### src/rtl/ext_state_restore.sv
// ext_state_restore: assembles a register image from a host beat stream,
// freezes the user logic via halt_req/halt_ack, strobes the image into the
// exported register's external input port, then releases the freeze.
module ext_state_restore #(
  parameter int DATA_WIDTH = 32,
  parameter int BEAT_WIDTH = 8
) (
  input  logic                  clk,
  input  logic                  rst,
  input  logic                  s_valid,
  output logic                  s_ready,
  input  logic [BEAT_WIDTH-1:0] s_data,
  input  logic                  s_last,
  output logic                  halt_req,
  input  logic                  halt_ack,
  output logic                  load_en,
  output logic [DATA_WIDTH-1:0] load_data,
  output logic                  busy,
  output logic                  done,
  output logic                  err
);

  localparam int BEATS = DATA_WIDTH / BEAT_WIDTH;
  localparam int CW    = (BEATS > 1) ? $clog2(BEATS) : 1;
  localparam logic [CW-1:0] LAST_IDX = CW'(BEATS - 1);

  typedef enum logic [2:0] {
    IDLE, RECV, DRAIN, HALT, LOAD, RELEASE
  } state_t;

  state_t                             state, state_nx;
  logic [CW-1:0]                      cnt, cnt_nx;
  logic [BEATS-1:0][BEAT_WIDTH-1:0]   img;
  logic                               wr_en, err_nx, done_nx, take;

  // Beat acceptance is only possible in the receive-side states; reset
  // masks s_ready so nothing is consumed while rst is held.
  assign s_ready = !rst && (state == IDLE || state == RECV || state == DRAIN);
  assign busy    = (state != IDLE);
  assign take    = s_valid && s_ready;

  // Next-state decode; cnt always returns to 0 when leaving the receive
  // path so IDLE writes slice 0 with the same index logic as RECV.
  always_comb begin
    state_nx = state;
    cnt_nx   = cnt;
    wr_en    = 1'b0;
    err_nx   = 1'b0;
    done_nx  = 1'b0;
    case (state)
      IDLE: if (take) begin
        wr_en = 1'b1;
        if (BEATS == 1) begin
          cnt_nx   = '0;
          state_nx = s_last ? HALT : DRAIN;
        end else if (s_last) begin
          cnt_nx   = '0;
          err_nx   = 1'b1;
          state_nx = IDLE;
        end else begin
          cnt_nx   = CW'(1);
          state_nx = RECV;
        end
      end
      RECV: if (take) begin
        wr_en = 1'b1;
        if (cnt == LAST_IDX) begin
          cnt_nx   = '0;
          state_nx = s_last ? HALT : DRAIN;
        end else if (s_last) begin
          cnt_nx   = '0;
          err_nx   = 1'b1;
          state_nx = IDLE;
        end else begin
          cnt_nx = cnt + CW'(1);
        end
      end
      DRAIN: if (take && s_last) begin
        err_nx   = 1'b1;
        state_nx = IDLE;
      end
      HALT:    if (halt_ack) state_nx = LOAD;
      LOAD:    state_nx = RELEASE;
      RELEASE: if (!halt_ack) begin
        done_nx  = 1'b1;
        state_nx = IDLE;
      end
      default: state_nx = IDLE;
    endcase
  end

  // State, beat counter and assembled image.
  always_ff @(posedge clk) begin
    if (rst) begin
      state <= IDLE;
      cnt   <= '0;
      img   <= '0;
    end else begin
      state <= state_nx;
      cnt   <= cnt_nx;
      if (wr_en) img[cnt] <= s_data;
    end
  end

  // Registered outputs, decoded from the upcoming state so they line up
  // with the state they belong to; load_data only moves on entry to LOAD.
  always_ff @(posedge clk) begin
    if (rst) begin
      halt_req  <= 1'b0;
      load_en   <= 1'b0;
      load_data <= '0;
      done      <= 1'b0;
      err       <= 1'b0;
    end else begin
      halt_req <= (state_nx == HALT) || (state_nx == LOAD);
      load_en  <= (state_nx == LOAD);
      if (state_nx == LOAD) load_data <= img;
      done     <= done_nx;
      err      <= err_nx;
    end
  end

endmodule
### config.mk
export PLATFORM = sky130hd
export DESIGN_NAME = ext_state_restore
export DESIGN_NICKNAME = d
export VERILOG_FILES = /design/src/rtl/ext_state_restore.sv
export SDC_FILE = /design/constraint.sdc
export NUM_CORES = 1
export LEC_CHECK = 0
export ABC_CLOCK_PERIOD_IN_PS = 3100
export CORE_MARGIN = 2
export CORE_UTILIZATION = 55
export CTS_CLUSTER_DIAMETER = 80
export DETAILED_ROUTE_END_ITERATION = 12
export GPL_TIMING_DRIVEN = 0
export PLACE_DENSITY = 0.85
export REMOVE_ABC_BUFFERS = 1
export SLEW_MARGIN = 20
export SYNTH_ARGS = -nofsm -noshare
export SYNTH_HDL_FRONTEND = slang
export SYNTH_SLANG_ARGS = --single-unit
export TNS_END_PERCENT = 20
### constraint.sdc
create_clock -name clk -period 3.1 [get_ports clk]
set_clock_uncertainty 0.2 [all_clocks]
set_input_delay 0.62 -clock clk [delete_from_list [all_inputs] [get_ports clk]]
set_output_delay 0.62 -clock clk [all_outputs]
set_load 0.01 [all_outputs]
# --- Word level (Yosys, flattened, before mapping) ---
# Index checks and enable logic that the tools add are counted.
# W data, S select, Z words.
word_totals:
  wordCells: 67
  input_bits: 13
  out_inout_bits: 38
  register_bits: 73
op_classes:
  n_reduce_logical: 14
  bitwise_logic: 1
  n_eq_ne: 10
  order_cmp: 2
  n_addsub: 1
  mux: 28
op_table:
  columns: ["cell", "count"]
  rows:
  - ["$bwmux W32", 1]
  - ["$mux W3", 7]
  - ["$pmux W3 S6", 1]
  - ["$demux W8 S2", 1]
  - ["$mux W1", 11]
  - ["$eq A3 B2 Y1 const B", 3]
  - ["$eq A3 B3 Y1 const B", 3]
  - ["$mux W2", 4]
  - ["$mux W8", 1]
  - ["$logic_and A1 B1 Y1", 4]
  - ["$ne A2 B2 Y1 const B", 2]
  - ["$pmux W2 S2", 1]
  - ["$reduce_or A2 Y1", 2]
  - ["$eq A3 B1 Y1 const B", 1]
  - ["$logic_not A3 Y1", 1]
  - ["$logic_or A1 B1 Y1", 3]
  - ["$lt A2 B3 Y1 const B", 1]
  - ["$pmux W1 S3", 1]
  - ["$reduce_and A3 Y1", 1]
  - ["$reduce_bool A3 Y1", 1]
  - ["$add A2 B1 Y2 const B", 1]
  - ["$eq A2 B2 Y1 const B", 1]
  - ["$ge A2 B1 Y1 const B", 1]
  - ["$reduce_bool A2 Y1", 1]
  - ["2 further kinds", 2]

# --- Longest topological paths before layout ---
depth:
  ltp_word: 10
  depth_mapped: 7
  ltp_nobuf: 5

# --- Worst setup path after synthesis ---
# No wires, ideal clock.
synth_path:
  path_kind: "input to register"
  from: "in rst"
  to: "reg halt_req"
  path_slack_ps: 1064
  path_stages: 5
  path_buffers: 1
  t_arrival_ps: 1704
  required_time_ps: 2768
  setup_time_ps: 132
  path_cell_list: "clkbuf_1 a211oi_1 nand3_1 a311oi_1 o22ai_1"
synth_via:
  elab_chain_cells: 8
  elab_cells_between_ends: 11
  cone_classes: "eq/ne: 2; mux: 4; reduce/logical: 5"
synth_lines:
  columns: ["item", "line", "text"]
  rows:
  - ["start, declared", "9", "input logic rst,"]
  - ["$logic_not A1 Y1 *", "38", "assign s_ready = !rst && (state == IDLE || state == RECV || state == DRAIN);"]
  - ["$logic_and A1 B1 Y1 *", "38", null]
  - ["named net s_ready", "11", "output logic s_ready,"]
  - ["$logic_and A1 B1 Y1 *", "40", "assign take = s_valid && s_ready;"]
  - ["$logic_and A1 B1 Y1", "78", "DRAIN: if (take && s_last) begin"]
  - ["$mux W3", "78", null]
  - ["$pmux W3 S6 *", "50", "case (state)"]
  - ["$eq A3 B2 Y1 or $eq A3 B3 Y1 (tied branches)", "115", "halt_req <= (state_nx == HALT) || (state_nx == LOAD);"]
  - ["$logic_or A1 B1 Y1 *", "115", null]
  - ["end signal, assigned", "115", null]
  - ["end, declared", "14", "output logic halt_req,"]
# The timed path passes the listed nets; every way through them passes the cells marked *.
# A chain may end at the register's enable or synchronous reset.

# --- Worst setup path in the final report ---
layout_path:
  from: "in rst"
  to: "out s_ready"
layout_via:
  elab_chain_cells: 2
layout_lines:
  columns: ["item", "line"]
  rows:
  - ["$logic_not A1 Y1", "38"]
  - ["$logic_and A1 B1 Y1", "38"]
  - ["end, declared", "11"]
# Every way passes these cells.

==> impl_metrics.py <==
metrics = {
    "global_routing": {
        "grt_max_degree": 76,
        "grt.total_usage_pct": 22.5,
        "grt_first_pass_wirelength_um": 9430,
        "grt_overflow": 0,
        "antenna_found_initial": 0,
        "grt_pass1_vias": 2071,
    },
    "clock_network": {
        "clock_sinks": 73,
        "cts_tree": "built",
        "hold_buffers": 0,
        "root_buffer": "clkbuf_8",
        "htree_levels": 3,
        "path_clk_slew_ns": 0.07,
        "ctsResizeCount": 0,
        "clockBufferDepth": 2,
        "cts_setup_buffers": 0,
        "worstSkewPairLatency_ns": 0.34,
        "cts_buffers": 9,
    },
    "timing": {
        "clock.fmax_mhz": 366,
        "fin_crit_ns": 2.73,
        "worst_pin_slew_ns": 0.739,
        "finalHoldViolCount": 0,
        "maxSlewHeadroom_pct": 50.7,
        "finalSetupViolations": 0,
        "rsz0062_at_grt": "no",
        "slew_viol_final": 0,
        "fin_crit_sh_pct": 88.2,
    },
    "final_layout": {
        "antenna_cells": 0,
        "num-fill-cells": 430,
        "areaGrowthSynthToFinish_pct": 24.2,
        "fin_area_mm2": 0.00339,
        "stdcell_count": 451,
        "drive_gt1_share_pct": 5.21,
        "final_nets": 398,
        "utilization_pct": 71.4,
    },
    "logic_synthesis": {
        "synth_area_per_cell_um2": 7.97,
        "synth.distinct_cells": 27,
        "yosysWarnings": 0,
        "synth_top_area_cell": "dfxtp_1",
        "syn_area_mm2": 0.00273,
        "synth_area_leaders": "dfxtp_1, nand2_1, a21oi_1",
        "yosys.area.top_type_share_pct": 53.5,
        "synth_edf_count": 0,
        "synth_async_sr_flop_share_pct": 0,
        "synth_seq_cells": 73,
        "seq_area_frac_synth_pct": 53.5,
        "synthCells": 343,
        "yosys_most_used_dff": "dfxtp_1",
    },
    "hold_path": {
        "hold_class": "flop to flop",
        "hold_path_depth": 2,
    },
    "floorplanning": {
        "core-area_mm2": 0.00475,
        "dieHeight_um": 74.5,
        "die_width_um": 74.5,
        "row_count": 25,
        "initial_core_util_pct": 57.5,
        "die-area_mm2": 0.00555,
        "io_pins": 51,
    },
    "worst_setup_path": {
        "cp.depth": 3,
        "crit_slowest_cell": "clkdlybuf4s50_1",
        "reg2reg_slack_ns": 1.03,
        "cpPeakStageDelay_ns": 0.60,
        "path_max_fanout": 75,
        "worstSetupEndpointType": "primary output",
        "required_ns": 2.28,
        "critPathKind": "primary input to primary output",
        "worstPathCellList": "buf_4 > a211oi_1 > clkdlybuf4s50_1",
        "reg2regPathDepth": 5,
        "crit_family": "buffers and inverters",
        "cp.arrival_ns": 1.91,
        "path_buf_inv": 2,
        "startpoint_type": "primary input",
    },
    "routing": {
        "routed_wl_um": 5730,
        "ant_nets": 0,
        "drc": 0,
        "firstDrtPassIters": 5,
        "vias": 2368,
        "drtIter0Drc": 245,
        "post_drt_via_cell_ratio": 5.25,
        "wl_per_cell_um": 12.7,
    },
    "placement": {
        "placed_area_mm2": 0.00324,
        "dp.cells": 437,
        "dp_hpwl_um": 3840,
        "port_buffers": 50,
        "gp_congestion": 0.831,
    },
    "pwr": {
        "p_leak_uw": 0.00113,
        "power_density_mw_per_mm2": 488,
        "finalPower_uw": 1660,
        "ir_drop_mv": 0.256,
    },
    "job": {
        "maxCapViolCount": 0,
    },
    "status": {
        "outcome": "finished, final reports clean",
    },
}
## cell usage after synthesis (3+ instances only)
master / number
a21oi_1: 68
buf_2: 5
clkbuf_1: 18
dfxtp_1: 73
ha_1: 4
inv_1: 4
nand2_1: 104
nand2b_1: 4
nand3_1: 34
nor2_1: 8
nor3_1: 3
## kinds of logic after synthesis
group                    after synthesis  share of synthesized area, %
AO/OA/AOI/OAI                         75                          14.4
XOR/XNOR                               1                         0.320
adder cells (fa/ha/maj)                4                          1.83
buffers and inverters                 29                          4.21
flip-flops                            73                          53.5
multiplexers                           1                         0.366
AND/OR/NAND/NOR                      160                          25.4
## report_power, final
group	switching [uW]	leakage (uW)	internal, uW
combinational	60.1	0.000463	40.3
sequential	10.4	0.000589	948
clock	321	0.0000778	277
total	391	0.00113	1270
## sequential cells by signal, summed over array words and instances, names as in the netlist
register,count
halt_req,1
img,32
load_data,32
cnt,2
done,1
load_en,1
err,1
state,3
## placed cells by master (no fill, tap or decap)
master           count
nor2b_1              1
buf_4                1
clkdlybuf4s50_1     49
nor2_1               8
clkbuf_8             9
nand2b_1             4
clkbuf_1             1
nand3_1             33
and3_2               1
ha_1                 4
nor4b_4              1
nand2_2              1
nor3_1               3
a311o_1              1
nand3_2              1
mux2i_1              1
xor2_1               1
a211o_1              1
or4_1                1
a21o_1               1
clkinv_2             3
nand3b_1             1
a21oi_1             68
o21ai_0              1
inv_1                4
and3_1               1
buf_6                2
a211oi_1             1
dfxtp_1             73
o22ai_1              1
nand2_1            104
a311oi_1             1
clkinvlp_4           1
## path summary, 6_finish.rpt
path              endpoint          start
min          load_data[21]  load_data[21]
max                s_ready            rst
max reg2reg       halt_req       state[1]
min reg2reg  load_data[21]  load_data[21]
## worst register-to-register path, stage by stage (launching register included)
cell and delay, ns:
dfxtp_1 0.42, nor4b_4 0.48, buf_6 0.21, nand2_2 0.14, a311o_1 0.38, o22ai_1 0.14
## cell type report
class / instances / area [um2] / area share (%)
Inverter: 4 / 15.0 / 0.442
Multi-Input combinational cell: 241 / 1160 / 34.3
Tap cell: 67 / 83.8 / 2.47
Sequential cell: 73 / 1460 / 43.1
Timing Repair Buffer: 52 / 520 / 15.3
Clock inverter: 4 / 22.5 / 0.663
Clock buffer: 10 / 128 / 3.76
## stage by stage
step / TNS (ns) / setup WS [ns] / hold WS (ns)
after floorplan: 0 / 0.499 / 0.226
after global placement: -86.62 / -2.32 / 0.239
after detailed placement: 0 / 0.324 / 0.246
after CTS: 0 / 0.387 / 0.255
after global routing: 0 / 0.306 / 0.272
final: 0 / 0.366 / 0.253
## layer usage
metal | routed length [um] | GRT usage, %
met1 | 2520 | 28.8
met2 | 2830 | 36.8
met3 | 310 | 6.10
met4 | 59 | 8.33
met5 | 0 | 0
Note: power is estimated with default switching activity, not from simulation.
